## src/rtl/pll_reset_pkg.sv

```systemverilog
// Shared types and helpers for the PLL reset sequencer.
//   state_t : FSM state enum (HOLD/WAIT/STAB/RUN), 2 bits
//   ENC_*   : raw state encodings as seen on the status port
//   cnt_w   : counter width for a given cycle count (never below 1 bit)
package pll_reset_pkg;

  localparam int unsigned STATE_W = 2;

  typedef enum logic [STATE_W-1:0] {
    ST_HOLD = 2'd0,
    ST_WAIT = 2'd1,
    ST_STAB = 2'd2,
    ST_RUN  = 2'd3
  } state_t;

  localparam logic [STATE_W-1:0] ENC_HOLD = 2'd0;
  localparam logic [STATE_W-1:0] ENC_WAIT = 2'd1;
  localparam logic [STATE_W-1:0] ENC_STAB = 2'd2;
  localparam logic [STATE_W-1:0] ENC_RUN  = 2'd3;

  // Width of a counter that must reach n-1.
  function automatic int unsigned cnt_w(input int unsigned n);
    return (n > 1) ? $clog2(n) : 1;
  endfunction

endpackage

```

## src/rtl/sync_2ff.sv

```systemverilog
// Generic 2-flop synchronizer for level signals crossing into clk.
//   clk   : destination clock
//   rst_n : asynchronous active-low reset, both flops clear to 0
//   d     : asynchronous input
//   q     : synchronized output (2 cycles of latency)
module sync_2ff #(
  parameter int unsigned WIDTH = 1
) (
  input  logic             clk,
  input  logic             rst_n,
  input  logic [WIDTH-1:0] d,
  output logic [WIDTH-1:0] q
);

  logic [WIDTH-1:0] meta;

  always_ff @(posedge clk or negedge rst_n) begin
    if (!rst_n) begin
      meta <= '0;
      q    <= '0;
    end else begin
      meta <= d;
      q    <= meta;
    end
  end

endmodule

```

## src/rtl/pll_reset_seq.sv

```systemverilog
// PLL lock to system reset sequencer.
// Holds sys_resetn low until the synchronized PLL lock has been stable for
// STABLE_CYCLES, glitch-filters lock loss while running, counts unlocks and
// honours software reset requests.
//   clk           : PLL output clock
//   resetn        : asynchronous active-low reset
//   pll_locked    : raw PLL lock (asynchronous)
//   sw_rst_req    : single-cycle software reset request
//   clr_status    : single-cycle clear of unlock_sticky / unlock_cnt
//   sys_resetn    : registered system reset, active-low
//   ready         : high only in RUN (same as sys_resetn)
//   unlock_sticky : set by any unlock event seen in RUN
//   unlock_cnt    : saturating unlock event count
//   state         : current FSM state encoding
module pll_reset_seq
  import pll_reset_pkg::*;
#(
  parameter int unsigned STABLE_CYCLES = 1024,
  parameter int unsigned GLITCH_CYCLES = 4,
  parameter int unsigned HOLD_CYCLES   = 16,
  parameter int unsigned CNT_W         = 8
) (
  input  logic             clk,
  input  logic             resetn,
  input  logic             pll_locked,
  input  logic             sw_rst_req,
  input  logic             clr_status,
  output logic             sys_resetn,
  output logic             ready,
  output logic             unlock_sticky,
  output logic [CNT_W-1:0] unlock_cnt,
  output logic [1:0]       state
);

  localparam int unsigned HOLD_W = cnt_w(HOLD_CYCLES);
  localparam int unsigned STAB_W = cnt_w(STABLE_CYCLES);
  localparam int unsigned GLT_W  = cnt_w(GLITCH_CYCLES);

  localparam logic [HOLD_W-1:0] HOLD_LAST = HOLD_W'(HOLD_CYCLES - 1);
  localparam logic [STAB_W-1:0] STAB_LAST = STAB_W'(STABLE_CYCLES - 1);
  localparam logic [GLT_W-1:0]  GLT_LAST  = GLT_W'(GLITCH_CYCLES - 1);

  state_t            state_q, state_d;
  logic [HOLD_W-1:0] hold_q, hold_d;
  logic [STAB_W-1:0] stab_q, stab_d;
  logic [GLT_W-1:0]  glitch_q, glitch_d;
  logic              unlock_evt;
  logic              lock_s;

  sync_2ff #(.WIDTH(1)) u_lock_sync (
    .clk   (clk),
    .rst_n (resetn),
    .d     (pll_locked),
    .q     (lock_s)
  );

  // Next-state and counter logic; every counter is left at 0 when its state exits.
  always_comb begin
    state_d    = state_q;
    hold_d     = hold_q;
    stab_d     = stab_q;
    glitch_d   = glitch_q;
    unlock_evt = 1'b0;
    case (state_q)
      ST_HOLD: begin
        if (sw_rst_req) begin
          hold_d = '0;
        end else if (hold_q == HOLD_LAST) begin
          state_d = ST_WAIT;
          hold_d  = '0;
        end else begin
          hold_d = hold_q + HOLD_W'(1);
        end
      end
      ST_WAIT: begin
        stab_d = '0;
        if (sw_rst_req) begin
          state_d = ST_HOLD;
        end else if (lock_s) begin
          state_d = ST_STAB;
        end
      end
      ST_STAB: begin
        if (sw_rst_req) begin
          state_d = ST_HOLD;
          stab_d  = '0;
        end else if (!lock_s) begin
          state_d = ST_WAIT;
          stab_d  = '0;
        end else if (stab_q == STAB_LAST) begin
          state_d = ST_RUN;
          stab_d  = '0;
        end else begin
          stab_d = stab_q + STAB_W'(1);
        end
      end
      ST_RUN: begin
        if (lock_s) begin
          glitch_d = '0;
        end else if (glitch_q == GLT_LAST) begin
          unlock_evt = 1'b1;
        end else begin
          glitch_d = glitch_q + GLT_W'(1);
        end
        // An unlock coinciding with a software request is still an unlock.
        if (unlock_evt || sw_rst_req) begin
          state_d  = ST_HOLD;
          glitch_d = '0;
        end
      end
      default: begin
        state_d = ST_HOLD;
      end
    endcase
  end

  // State register.
  always_ff @(posedge clk or negedge resetn) begin
    if (!resetn) begin
      state_q <= ST_HOLD;
    end else begin
      state_q <= state_d;
    end
  end

  // Counters and registered outputs.
  always_ff @(posedge clk or negedge resetn) begin
    if (!resetn) begin
      hold_q        <= '0;
      stab_q        <= '0;
      glitch_q      <= '0;
      sys_resetn    <= 1'b0;
      unlock_sticky <= 1'b0;
      unlock_cnt    <= '0;
    end else begin
      hold_q     <= hold_d;
      stab_q     <= stab_d;
      glitch_q   <= glitch_d;
      sys_resetn <= (state_d == ST_RUN);
      // An unlock event beats a simultaneous clear: the clear acts first.
      if (unlock_evt) begin
        unlock_sticky <= 1'b1;
        if (clr_status) begin
          unlock_cnt <= CNT_W'(1);
        end else if (!(&unlock_cnt)) begin
          unlock_cnt <= unlock_cnt + CNT_W'(1);
        end
      end else if (clr_status) begin
        unlock_sticky <= 1'b0;
        unlock_cnt    <= '0;
      end
    end
  end

  assign ready = sys_resetn;
  assign state = state_q;

endmodule

```

## config.mk

```make
export PLATFORM = sky130hd
export DESIGN_NAME = pll_reset_seq
export DESIGN_NICKNAME = d
export VERILOG_FILES = /design/src/rtl/pll_reset_pkg.sv /design/src/rtl/sync_2ff.sv /design/src/rtl/pll_reset_seq.sv
export SDC_FILE = /design/constraint.sdc
export NUM_CORES = 1
export LEC_CHECK = 0
export ABC_AREA = 1
export BUFFER_PORTS_ARGS = -buffer_cell sky130_fd_sc_hd__buf_2
export CELL_PAD_IN_SITES_DETAIL_PLACEMENT = 1
export CELL_PAD_IN_SITES_GLOBAL_PLACEMENT = 1
export CORE_ASPECT_RATIO = 0.7
export CORE_MARGIN = 5
export CORE_UTILIZATION = 39
export CTS_CLUSTER_DIAMETER = 200
export DETAILED_ROUTE_END_ITERATION = 8
export GPL_TIMING_DRIVEN = 0
export HOLD_SLACK_MARGIN = 0.12
export PLACE_DENSITY = 0.82
export RECOVER_POWER = 100
export SYNTH_ARGS = -nofsm -noshare
export SYNTH_HDL_FRONTEND = slang
export SYNTH_SLANG_ARGS = --single-unit
```

## constraint.sdc

```tcl
create_clock -name clk -period 1.6 [get_ports clk]
set_clock_uncertainty 0.05 [all_clocks]
set_input_delay 0.16 -clock clk [delete_from_list [all_inputs] [get_ports clk]]
set_output_delay 0.16 -clock clk [all_outputs]
set_load 0.1 [all_outputs]
```

==> flow_summary.yaml, run 1 <==
global_route:
  grt_pass1_vias: 1467
  grtUsageTotal: 0.1562
  grt_antenna_before_repair: 0
  grt_max_degree: 31
  grt_pass1_wl_um: 7065
  overflow: 0
worst_setup_path:
  worstPathBufferInverterCount: 2
  cp_max_fo: 5
  slowest_delay_ns: 0.51
  cp-end-kind: "register"
  cp.depth: 10
  critPathKind: "reg2reg"
  cp-endpoint: "ready"
  crit_start: "state[0]"
  crit_path_top_delay_cell: "dfrtp_4"
  path_delay_family: "simple AND/OR/NAND/NOR gates"
  crit_chain: "inv_6, ha_4, inv_2, nor2_4, nand4_1, nand2_1, nand2_1, nand2_1, nand2_1, nor2_1"
  regToRegStartpoint: "state[0]"
  critPathLaunchType: "register"
  rrSetupSlack_ns: 0.04
  worst_ep_arrival_time_ns: 1.73
  cp.required_ns: 1.77
  rr_worst_depth: 10
  worstReg2RegEnd: "ready"
  worst_path_most_repeated_cell: "nand2_1"
clock_tree:
  clock-sinks: 30
  cts_tree: "yes"
  clk_latency_ns: 0.28
  cts_buffer_depth: 2
  cts-buffers-inserted: 5
  clockRootBuffer: "clkbuf_8"
  htreeDepth: 2
  clk_pin_slew_ns: 0.07
layout:
  final_nets: 252
  syn_to_final_growth_pct: 25.09
  drive_gt1_frac: 0.3347
  final_util: 0.5029
  final_cell_mix: "45 x nand2_1, 21 x inv_1, 20 x dfrtp_1"
  fillers: 538
  diodes: 0
  layout_commonest_cell: "nand2_1"
placement:
  pre_cts_slack_ns: -0.03533
  gp_congestion: 0.8531
  dp_hpwl_um: 3032
  port_buffers: 17
sta:
  setup_viol: 0
  tightest_slew_ns: 0.7491
  hold_viol_final: 0
  slew_headroom: 0.5006
  drv_slew: 0
  timing.fmax_ghz: 0.6417
  post-route-min-period_ns: 1.558
  rsz0062_at_grt: "yes"
  period_share: 0.9739
  setup_slack_ns: 0.04170
  setup_tns_ns: 0
floorplanning:
  dieArea_um2: 5890
  chipWidth_um: 89.62
  io_pins: 18
  start_util: 0.4020
  num_rows: 20
  core_um2: 4304
  die_h_um: 65.73
synth:
  avgSynthCellArea_um2: 8.279
  ys_seq_area_frac: 0.4338
  ys_warn_count: 0
  synth_edf_count: 0
  synth_async_sr_flop_share: 1.000
  postSynthCellCount: 209
  synth_area_um2: 1730
  ys_ff_latch: 30
  synth.distinct_cells: 37
  dominantRegCellSynth: "dfrtp_1"
  synth_nets: 223
routing:
  drt_iter0_drc: 48
  finalWirelength_um: 4041
  ant_nets: 0
  dr.pass1.iters: 4
  drt-wirelength-per-cell_um: 13.74
  drcViolationCount: 0
  via_count: 1411
  routed_via_density: 4.799
power:
  p_sw_uw: 476.7
  power.internal_mw: 1.234
  clockPowerShare: 0.372
  ir_worst_vdd_v: 0.0004765
  power_leakage_nw: 1.039
  power_frac_comb: 0.139
  pwr-share-seq: 0.489
  switching_share: 0.2787
  cellPowerDensity_nw_per_um2: 790.2
status:
  outcome: "completed"
min_path:
  hold_class: "in2reg"
job:
  max_cap_viol_count: 0
-- stage by stage --
step / cell area [um^2] / total power [mW] / instances / hold slack, ns
2_1_floorplan: 1814 / 1.001 / 209 / -0.1856
3_3_place_gp: 1968 / 1.059 / 281 / 0.1939
3_5_place_dp: 1968 / 1.073 / 281 / 0.2022
4_1_cts: 2097 / 1.718 / 292 / 0.1612
5_1_grt: 2165 / 1.802 / 294 / 0.1778
6_report: 2165 / 1.710 / 294 / 0.1635
-- registers in the layout (all words and copies together) (netlist names) --
signal            count
state                 2
glitch_q              2
unlock_sticky         1
stab_q               10
unlock_cnt            8
u_lock_sync.q         1
u_lock_sync.meta      1
ready                 1
hold_q                4
-- worst reg2reg max path, cell delays in order (launching register included) --
cell     delay [ns]
dfrtp_4        0.51
inv_6          0.09
ha_4           0.13
inv_2          0.04
nor2_4         0.13
nand4_1        0.16
nand2_1        0.10
nand2_1        0.06
nand2_1        0.05
nand2_1        0.06
nor2_1         0.10
-- per-layer routing --
| metal | share of wire | vias up | global-route usage |
|---|---|---|---|
| met3 | 0.042 | 5 | 0.04135 |
| met5 | 0 | - | 0 |
| met2 | 0.45 | 20 | 0.2272 |
| li1 | - | 720 | - |
| met1 | 0.50 | 666 | 0.2206 |
| met4 | 0.012 | 0 | 0.05576 |
-- how the worst min path moves through the flow --
stage	from	endpoint	slack (ns)	cells after the start
floorplan	resetn	glitch_q[0]	-0.19	0
global placement	resetn	stab_q[1]	0.19	1
detailed placement	resetn	stab_q[1]	0.20	1
CTS	sw_rst_req	stab_q[8]	0.16	4
global route	sw_rst_req	stab_q[8]	0.18	4
finish	sw_rst_req	stab_q[8]	0.16	4
-- power by group through the flow --
stage / clock, mW / sequential (mW) / combinational [mW]
after global routing: 0.693 / 0.842 / 0.267
final: 0.636 / 0.836 / 0.238
after global placement: 0 / 0.843 / 0.215
after detailed placement: 0 / 0.846 / 0.227
after floorplan: 0 / 0.861 / 0.140
after CTS: 0.652 / 0.832 / 0.233
-- cells in the mapped netlist (2+ instances only) --
library cell,instances,area [um^2]
inv_1,25,93.84
nor2_2,3,18.77
a21oi_1,10,50.05
nand3_1,11,55.05
o21ai_0,7,35.03
xor2_1,5,43.79
o21ai_1,3,15.01
inv_2,4,15.01
nand2_1,47,176.4
o21a_1,2,15.01
nand2_2,6,37.54
ha_1,9,112.6
nor3_1,2,10.01
nor2_1,20,75.07
dfrtp_1,30,750.7
nand4_1,4,25.02
-- logic make-up (layout without fill, tap and decap cells) --
group                      count (synthesis)  after routing  synth area share
DFF                                       30             30            0.4338
buffers and inverters                     34             64           0.09038
adders and majority gates                  9              9           0.06508
AOI/OAI and AO/OA                         30             30            0.1092
xor gates and xnor gates                   6              6           0.03037
and+or+nand+nor                          100            100            0.2712
-- area by class of cell --
cell class,count,area [um^2],share of cell area
Clock buffer,7,86.33,0.03988
Clock inverter,1,5.005,0.002312
Inverter,31,147.6,0.06821
Multi-Input combinational cell,145,922.1,0.4260
Timing Repair Buffer,23,137.6,0.06358
Sequential cell,30,778.2,0.3595
Tap cell,55,68.82,0.03179
Buffer,2,18.77,0.008671
-- repair_timing --
action                                  4_1_cts  5_1_grt
hold buffers                                  3        0
pin swaps                                     0       10
gates cloned                                  0        0
endpoints found under the setup margin        2       15
hold endpoints to repair                     32        0
resized for setup                             3       13
setup buffers                                 0        3
(Power assumes the default switching activity.)
==> run 2: changes to the inputs <==
--- a/config.mk
+++ b/config.mk
@@ -11,12 +11,12 @@
 export CELL_PAD_IN_SITES_GLOBAL_PLACEMENT = 1
 export CORE_ASPECT_RATIO = 0.7
 export CORE_MARGIN = 5
-export CORE_UTILIZATION = 39
+export CORE_UTILIZATION = 43
 export CTS_CLUSTER_DIAMETER = 200
 export DETAILED_ROUTE_END_ITERATION = 8
 export GPL_TIMING_DRIVEN = 0
 export HOLD_SLACK_MARGIN = 0.12
-export PLACE_DENSITY = 0.82
+export PLACE_DENSITY = 0.86
 export RECOVER_POWER = 100
 export SYNTH_ARGS = -nofsm -noshare
 export SYNTH_HDL_FRONTEND = slang
==> constraint.sdc (replaced) <==
create_clock -name clk -period 1.7 [get_ports clk]
set_clock_uncertainty 0.05 [all_clocks]
set_input_delay 0.17 -clock clk [delete_from_list [all_inputs] [get_ports clk]]
set_output_delay 0.17 -clock clk [all_outputs]
set_load 0.1 [all_outputs]
==> run 2 against run 1 <==
Against the previous run:
- final cell count decreased by 1.7%
- setup slack improved by 0.066 ns
- maximum frequency decreased by 2.1%
- first-iteration DRC count increased by 75%
- highest routed layer unchanged
- clock power decreased by 7.7%
- largest power group unchanged
- clock-buffer cell count unchanged
- die area decreased by 8.1%
==> flow_summary.yaml, run 2 (same netlist as run 1, synthesis figures left out) <==
routing:
  routed_via_density: 4.865
  drt-wirelength-per-cell_um: 14.08
  dr.pass1.iters: 4
  ant_nets: 0
  drt_iter0_drc: 84
  drcViolationCount: 0
  finalWirelength_um: 4070
  via_count: 1406
placement:
  port_buffers: 17
  dp_hpwl_um: 2998
  gp_congestion: 0.7892
  pre_cts_slack_ns: 0.005662
  placed_area_um2: 1947
  dp.cells: 278
min_path:
  hp-start: "sw_rst_req"
  hold_class: "in2reg"
worst_setup_path:
  crit_path_top_delay_cell: "dfrtp_4"
  path_delay_family: "flip-flops"
  critPathLaunchType: "register"
  cp-end-kind: "register"
  cp_max_fo: 5
  worst_ep_arrival_time_ns: 1.75
  crit_start: "state[0]"
  worstPathBufferInverterCount: 3
  crit_chain: "inv_4, ha_1, inv_1, nor2_4, nand2_2, inv_2, nand2_1, nor2_2, nand2_1, o21ai_1"
  slowest_delay_ns: 0.50
  worst_path_most_repeated_cell: "nand2_1"
  regToRegStartpoint: "state[0]"
  cp.required_ns: 1.86
  critPathKind: "reg2reg"
layout:
  largest_reg_flops: 10
  drive_gt1_frac: 0.3080
  post-route-cell-area_um2: 2076
  top_regs: "stab_q x10, unlock_cnt x8, hold_q x4"
  layout_commonest_cell: "nand2_1"
  instances_no_fill: 289
  fillers: 497
  diodes: 0
  regMostFlops: "stab_q"
  syn_to_final_growth_pct: 19.96
  final_cell_mix: "46 x nand2_1, 22 x inv_1, 20 x dfrtp_1"
  final_nets: 250
floorplanning:
  dieArea_um2: 5413
  core_um2: 3899
  chipWidth_um: 85.82
  die_h_um: 63.08
  start_util: 0.4438
  io_pins: 18
  num_rows: 19
global_route:
  grt_pass1_wl_um: 7169
  overflow: 0
  grtUsageTotal: 0.1701
  grt_pass1_vias: 1520
  grt_antenna_before_repair: 0
  grt_max_degree: 31
clock_tree:
  clock-sinks: 30
  clk_latency_ns: 0.29
  cts_tree: "yes"
  htreeDepth: 2
  cts-buffers-inserted: 5
  clk_pin_slew_ns: 0.06
  cts_buffer_depth: 2
  clockRootBuffer: "clkbuf_8"
sta:
  setup_slack_ns: 0.1076
  post-route-min-period_ns: 1.592
  slew_headroom: 0.5097
  period_share: 0.9367
  drv_slew: 0
  tightest_slew_ns: 0.7354
  hold_viol_final: 0
  timing.fmax_ghz: 0.6280
  setup_tns_ns: 0
  setup_viol: 0
power:
  cellPowerDensity_nw_per_um2: 763.9
  power_leakage_nw: 0.9946
  ir_worst_vdd_v: 0.0006255
  power_mw: 1.586
status:
  outcome: "completed"
job:
  max_cap_viol_count: 0
==> run 2: worst paths after layout <==
check,endpoint,slack [ns],depth (start not counted)
setup / recovery,stab_q[0],0.11,10
hold / removal,stab_q[8],0.20,4
setup reg to reg,stab_q[0],0.11,10
hold reg to reg,u_lock_sync.q,0.30,0
max in group asynchronous,state[0],0.63,2
min in group asynchronous,stab_q[4],0.43,2
==> run 2: tightest hold or removal path, stage by stage <==
cell and delay, ns:
buf_2 0.12, nor2_4 0.05, nand2_2 0.08, a21oi_1 0.07
==> run 2: timing repair <==
item,4_1_cts,5_1_grt
endpoints found under the setup margin,2,5
resized for setup,2,7
buffers inserted,0,1
hold buffers,3,0
endpoints found under the hold margin,32,0
pin swaps,0,2
==> run 2: layer usage <==
layer / up-vias / GRT usage / routed length (um)
met1: 661 / 0.2283 / 1963
met2: 20 / 0.2568 / 1889
met5: - / 0 / 0
met4: 0 / 0.06719 / 74
met3: 9 / 0.05078 / 142
li1: 716 / - / -
==> run 2: cell type report <==
cell class                 instances  area [um^2]  area share
buffer                             2        18.77    0.009042
clock buffer                       7        86.33     0.04159
clock inverter                     1        5.005    0.002411
inverter                          31        137.6     0.06631
multi-input combinational        145        867.1      0.4177
sequential                        30        773.2      0.3725
tap                               52        65.06     0.03134
timing repair buffer              21        122.6     0.05907
==> run 2: metrics by stage <==
step	utilization	hold WS [ns]
2_1_floorplan	-	-0.1756
3_3_place_gp	0.4994	0.1943
3_5_place_dp	0.4994	0.2021
4_1_cts	0.5311	0.2037
5_1_grt	0.5324	0.2302
6_report	0.5324	0.1973
==> run 2: report_power, final <==
part / internal [mW] / total [mW] / switching [mW]
clock network: 0.326 / 0.587 / 0.262
logic: 0.0768 / 0.214 / 0.137
registers: 0.750 / 0.784 / 0.0339
